--- config.mk ---
export PLATFORM = sky130hd
export DESIGN_NAME = mcpu_alu_pipe
export DESIGN_NICKNAME = d
export VERILOG_FILES = /design/src/rtl/mcpu_alu_pipe.sv
export SDC_FILE = /design/constraint.sdc
export NUM_CORES = 1
export LEC_CHECK = 0
export BUFFER_PORTS_ARGS = -buffer_cell sky130_fd_sc_hd__buf_2
export CAP_MARGIN = 25
export CORE_MARGIN = 3
export CORE_UTILIZATION = 58
export DETAILED_ROUTE_END_ITERATION = 12
export HOLD_SLACK_MARGIN = 0.15
export PLACE_DENSITY = 0.81
export REMOVE_ABC_BUFFERS = 1
export SKIP_CTS_REPAIR_TIMING = 1
export SLEW_MARGIN = 30
export SYNTH_ARGS = -nofsm -noshare
export SYNTH_HDL_FRONTEND = slang
export SYNTH_SLANG_ARGS = --single-unit
--- constraint.sdc ---
create_clock -name clk -period 2.7 [get_ports clk]
set_clock_uncertainty 0.2 [all_clocks]
set_input_delay 0 -clock clk [delete_from_list [all_inputs] [get_ports clk]]
set_output_delay 0 -clock clk [all_outputs]
set_load 0.01 [all_outputs]
--- src/rtl/mcpu_alu_pipe.sv ---
// Handshaked MCPU ALU: single-cycle logic/arith/shift ops plus an optional iterative shift-add multiplier.
// Define MCPU_ALU_MUL_EN to build the multiplier; without it opcode 111 completes at once and reports illegal.
module mcpu_alu_pipe #(
    parameter int WORD_SIZE = 8,
    parameter int CMD_SIZE  = 3
) (
    input  logic                 clk,
    input  logic                 rst_n,
    input  logic                 in_valid,
    output logic                 in_ready,
    input  logic [CMD_SIZE-1:0]  opcode,
    input  logic [WORD_SIZE-1:0] r1,
    input  logic [WORD_SIZE-1:0] r2,
    output logic                 out_valid,
    input  logic                 out_ready,
    output logic [WORD_SIZE-1:0] out,
    output logic                 overflow,
    output logic                 zero,
    output logic                 illegal
);
    localparam logic [1:0] IDLE = 2'd0;
    localparam logic [1:0] DONE = 2'd2;
`ifdef MCPU_ALU_MUL_EN
    localparam logic [1:0] MUL  = 2'd1;
    localparam int CNT_W = $clog2(WORD_SIZE);
    localparam logic [CNT_W-1:0] CNT_LAST = CNT_W'(WORD_SIZE - 1);
`endif

    localparam logic [CMD_SIZE-1:0] OP_AND = CMD_SIZE'(0);
    localparam logic [CMD_SIZE-1:0] OP_OR  = CMD_SIZE'(1);
    localparam logic [CMD_SIZE-1:0] OP_XOR = CMD_SIZE'(2);
    localparam logic [CMD_SIZE-1:0] OP_ADD = CMD_SIZE'(3);
    localparam logic [CMD_SIZE-1:0] OP_SUB = CMD_SIZE'(4);
    localparam logic [CMD_SIZE-1:0] OP_SHL = CMD_SIZE'(5);
    localparam logic [CMD_SIZE-1:0] OP_SHR = CMD_SIZE'(6);
    localparam logic [CMD_SIZE-1:0] OP_MUL = CMD_SIZE'(7);
    localparam logic [WORD_SIZE-1:0] SHIFT_LIM = WORD_SIZE'(WORD_SIZE);

    // Returns {overflow, result} for every single-cycle opcode; MUL and unknowns yield zero.
    function automatic logic [WORD_SIZE:0] alu_eval(
        input logic [CMD_SIZE-1:0]  op,
        input logic [WORD_SIZE-1:0] a,
        input logic [WORD_SIZE-1:0] b
    );
        logic [WORD_SIZE-1:0]     r;
        logic                     v;
        logic signed [WORD_SIZE:0] sum_s;
        logic [2*WORD_SIZE-1:0]   wide;
        r     = '0;
        v     = 1'b0;
        sum_s = '0;
        wide  = '0;
        case (op)
            OP_AND: r = a & b;
            OP_OR:  r = a | b;
            OP_XOR: r = a ^ b;
            OP_ADD: begin
                sum_s = $signed({a[WORD_SIZE-1], a}) + $signed({b[WORD_SIZE-1], b});
                r     = sum_s[WORD_SIZE-1:0];
                v     = sum_s[WORD_SIZE] ^ sum_s[WORD_SIZE-1];
            end
            OP_SUB: begin
                sum_s = $signed({a[WORD_SIZE-1], a}) - $signed({b[WORD_SIZE-1], b});
                r     = sum_s[WORD_SIZE-1:0];
                v     = sum_s[WORD_SIZE] ^ sum_s[WORD_SIZE-1];
            end
            OP_SHL: begin
                if (b >= SHIFT_LIM) begin
                    v = |a;
                end else begin
                    wide = {{WORD_SIZE{1'b0}}, a} << b;
                    r    = wide[WORD_SIZE-1:0];
                    v    = |wide[2*WORD_SIZE-1:WORD_SIZE];
                end
            end
            OP_SHR: r = (b >= SHIFT_LIM) ? '0 : (a >> b);
            default: r = '0;
        endcase
        return {v, r};
    endfunction

    logic [1:0]           state;
    logic                 accept;
    logic                 illegal_op;
    logic [WORD_SIZE:0]   res_p0;

    assign in_ready  = (state == IDLE) || (state == DONE && out_ready);
    assign out_valid = (state == DONE);
    assign accept    = in_valid && in_ready;
    assign res_p0    = alu_eval(opcode, r1, r2);

`ifdef MCPU_ALU_MUL_EN
    assign illegal_op = 1'b0;

    logic [2*WORD_SIZE-1:0] acc;
    logic [2*WORD_SIZE-1:0] mcand;
    logic [2*WORD_SIZE-1:0] acc_next;
    logic [WORD_SIZE-1:0]   mplier;
    logic [CNT_W-1:0]       cnt;

    // One multiplier bit per cycle, LSB first; the multiplicand shifts left alongside.
    assign acc_next = acc + (mplier[0] ? mcand : '0);

    always_ff @(posedge clk or negedge rst_n) begin
        if (!rst_n) begin
            acc    <= '0;
            mcand  <= '0;
            mplier <= '0;
            cnt    <= '0;
        end else if (accept && opcode == OP_MUL) begin
            acc    <= '0;
            mcand  <= {{WORD_SIZE{1'b0}}, r1};
            mplier <= r2;
            cnt    <= '0;
        end else if (state == MUL) begin
            acc    <= acc_next;
            mcand  <= mcand << 1;
            mplier <= mplier >> 1;
            cnt    <= cnt + 1'b1;
        end
    end
`else
    assign illegal_op = (opcode == OP_MUL);
`endif

    always_ff @(posedge clk or negedge rst_n) begin
        if (!rst_n) begin
            state    <= IDLE;
            out      <= '0;
            overflow <= 1'b0;
            zero     <= 1'b0;
            illegal  <= 1'b0;
        end else if (accept) begin
`ifdef MCPU_ALU_MUL_EN
            if (opcode == OP_MUL) begin
                state <= MUL;
            end else
`endif
            begin
                state    <= DONE;
                out      <= res_p0[WORD_SIZE-1:0];
                overflow <= res_p0[WORD_SIZE];
                zero     <= ~|res_p0[WORD_SIZE-1:0];
                illegal  <= illegal_op;
            end
        end else if (state == DONE && out_ready) begin
            state <= IDLE;
`ifdef MCPU_ALU_MUL_EN
        end else if (state == MUL && cnt == CNT_LAST) begin
            // Last iteration folds straight into the result register.
            state    <= DONE;
            out      <= acc_next[WORD_SIZE-1:0];
            overflow <= |acc_next[2*WORD_SIZE-1:WORD_SIZE];
            zero     <= ~|acc_next[WORD_SIZE-1:0];
            illegal  <= 1'b0;
`endif
        end
    end
endmodule

==> results.cfg <==
[power]
power_density_mw_per_mm2 = 307
p_sw_frac = 0.392
p_int_mw = 0.505
power_leakage_nw = 1.24
p_seq_frac = 0.264
combPwrFrac = 0.547
peakVddDrop_mv = 0.155
netSwitchingPower_mw = 0.325
pwr-share-clk = 0.189

[setup_path]
r2r_setup_slack_ps = 460
path_cells = buf_2 > inv_1 > ha_1 > fa_1 > nor3_1 > nor3_1 > o31ai_1 > xnor2_1 > o211ai_1 > nor4_2 > a32o_1
cp_slowest_stage_delay_ps = 420
worstPathRequired_ps = 2620
cp-start-kind = input port
cp_slowest_cell = fa_1
arrival_ps = 2400
critical_path_class = in -> reg
worstReg2RegEnd = zero$_DFFE_PN0P_
cpMostUsedCell = nor3_1
worst_setup_path_end_kind = flop
r2r_start = state[1]$_DFFE_PN0P_
worstRegToRegCells = 7
path_max_fanout = 7

[placement]
portBuffers = 35
routabilityCongestion = 0.963
hpwl_mm = 5.58
post-place-cells = 372

[synthesis]
synth.most_common_cell = nand2_1
syn-instance-count = 291
syn_avg_cell_area_um2 = 7.96
synth_area_leaders = dfrtp_1 (13%), ha_1 (13%), mux4_2 (6.8%)
synth_largest_area_cell = dfrtp_1
synth_commonest_cells = nand2_1 (29), ha_1 (24), inv_1 (24)
post_synth_num_cell_types = 62
ys_warn_count = 0
synth_top_area_share = 0.130
syn_area_mm2 = 0.00232
seq_area_frac_synth = 0.130
ys_async_sr_fraction = 1.00
ys_ff_latch = 12
synth_ff_type = dfrtp_1
synth_edf_count = 0

[timing]
drv_slew = 0
fin_crit_ps = 2480
slew_headroom = 0.437
fin_tns_setup_ps = 0
finalCritPeriodShare = 0.918
hold_violations = 0
worst_slew_pin_slew_ps = 839
fmax_ghz = 0.404
rsz0062_at_grt = no
setup_viol = 0

[clock_tree]
cts.sinks = 12
path_clk_slew_ps = 50
cts_buffers = 3
clk_path_buf_depth = 2
worstSkewPairLatency_ps = 230
htree_levels = 1
cts_tree = yes
cts_root_buf = clkbuf_8

[worst_hold_path]
hp-start = out_ready
holdPathEnd = in_ready
hold_depth = 3
hold_class = in -> out

[floorplanning]
core_area_mm2 = 0.00374
row_count = 22
dieArea_mm2 = 0.00479
die_w_um = 69.2
dieHeight_um = 69.2
start_util = 0.619
io_pins = 36

[detailed_routing]
drt_iter0_markers = 159
drt_pass1_iterations = 7
ant_nets = 0
num_vias = 2505
viasPerCell = 6.57
detail_route.wirelength_mm = 6.98
drc = 0
wl_per_cell_um = 18.3

[global_routing]
grtUsageTotal = 0.293
grt_pass1_vias = 2405
grt_overflow_total = 0
grt_pass1_wl_mm = 11.7
antenna_found_initial = 0
grt_max_degree = 26

[finish]
layout.cells.non_filler = 381
fillers = 330
diodes = 0
drive_above_1_share = 0.210
syn2layout_area_growth_pct = 16.6
utilization = 0.721
final_nets = 384

[run]
max_cap_viol_count = 0

[outcome]
status = completed
## power by group through the flow
stage | clock network (mW) | logic, mW | registers, mW
6_report | 0.157 | 0.454 | 0.219
5_1_grt | 0.170 | 0.500 | 0.223
4_1_cts | 0.158 | 0.440 | 0.219
3_5_place_dp | 0 | 0.438 | 0.222
3_3_place_gp | 0 | 0.431 | 0.220
2_1_floorplan | 0 | 0.252 | 0.234
## sequential cells by signal, indices dropped and copies added, names as in the netlist
name	flops
state	1
illegal	1
out	8
overflow	1
zero	1
## area by class of cell
class | count | area [µm²] | area share
clock buffers | 3 | 41.3 | 0.0153
flip-flops and latches | 12 | 300 | 0.111
multi-input cells | 235 | 1830 | 0.677
repair buffers | 58 | 375 | 0.139
well taps | 48 | 60.1 | 0.0222
inverters | 25 | 93.8 | 0.0348
## worst max-delay path: cells and delay by family
| kind | cells | cell delay, ps |
|---|---|---|
| AO/OA/AOI/OAI | 3 | 910 |
| XOR/XNOR | 1 | 110 |
| adder cells (fa/ha/maj) | 2 | 680 |
| buffers and inverters | 2 | 250 |
| AND/OR/NAND/NOR | 3 | 450 |
## cells in the final DEF (no fill, tap or decap), types with 2 or more instances in the layout
cell type and n:
o21ai_0 17, dlygate4sd3_1 6, inv_1 24, nor2_1 17, mux2_2 2, o211a_1 2
fa_1 2, o21a_1 6, mux4_2 7, nor4_1 4, clkbuf_8 3, dfrtp_1 12
a221oi_1 4, o22ai_1 2, nand2_1 29, a21o_1 2, nor3_1 11, buf_4 16
xor2_1 2, xnor2_1 4, or2_2 2, o21bai_1 2, a31oi_1 2, o22a_1 6
nand2b_1 7, ha_1 24, a211oi_1 3, mux2i_1 8, mux4_1 2, o311ai_0 2
or3_1 2, and3_1 4, o31ai_1 6, nor2b_1 6, a21oi_1 9, o211ai_1 7
buf_2 35, nand3_1 8
## logic make-up after synthesis
| kind of cell | synth area share |
|---|---|
| buffers and inverters | 0.0810 |
| and+or+nand+nor | 0.218 |
| adders and majority gates | 0.147 |
| muxes | 0.135 |
| AOI/OAI and AO/OA | 0.267 |
| xor gates and xnor gates | 0.0227 |
| DFF | 0.130 |
## per-stage QoR
| step | power (mW) | setup slack [ps] | hold WS, ps | cell area [µm²] |
|---|---|---|---|---|
| 2_1_floorplan | 0.486 | 357 | -496 | 2220 |
| 3_3_place_gp | 0.650 | 47.0 | -318 | 2600 |
| 3_5_place_dp | 0.660 | 54.3 | -310 | 2600 |
| 4_1_cts | 0.818 | 259 | -558 | 2640 |
| 5_1_grt | 0.893 | 125 | 219 | 2700 |
| 6_report | 0.830 | 222 | 182 | 2700 |
## per-layer routing
metal / wire length [µm] / share of wire / GRT usage / up-vias
met4: 174 / 0.025 / 0.0998 / 0
met1: 2810 / 0.40 / 0.377 / 1176
met3: 659 / 0.094 / 0.0681 / 20
li1: - / - / - / 1166
met2: 3340 / 0.48 / 0.482 / 143
met5: 0 / 0 / 0 / -
## how the worst max path moves through the flow
stage / start / end / slack [ps] / depth (start not counted)
3_3_place_gp: r1[0] / zero$_DFFE_PN0P_ / 50 / 11
3_5_place_dp: r1[0] / zero$_DFFE_PN0P_ / 50 / 11
6_report: r1[0] / zero$_DFFE_PN0P_ / 220 / 11
4_1_cts: r1[2] / zero$_DFFE_PN0P_ / 260 / 11
2_1_floorplan: r2[1] / zero$_DFFE_PN0P_ / 360 / 9
5_1_grt: r1[2] / zero$_DFFE_PN0P_ / 120 / 11
No activity file was read; power rests on OpenSTA's default activity.
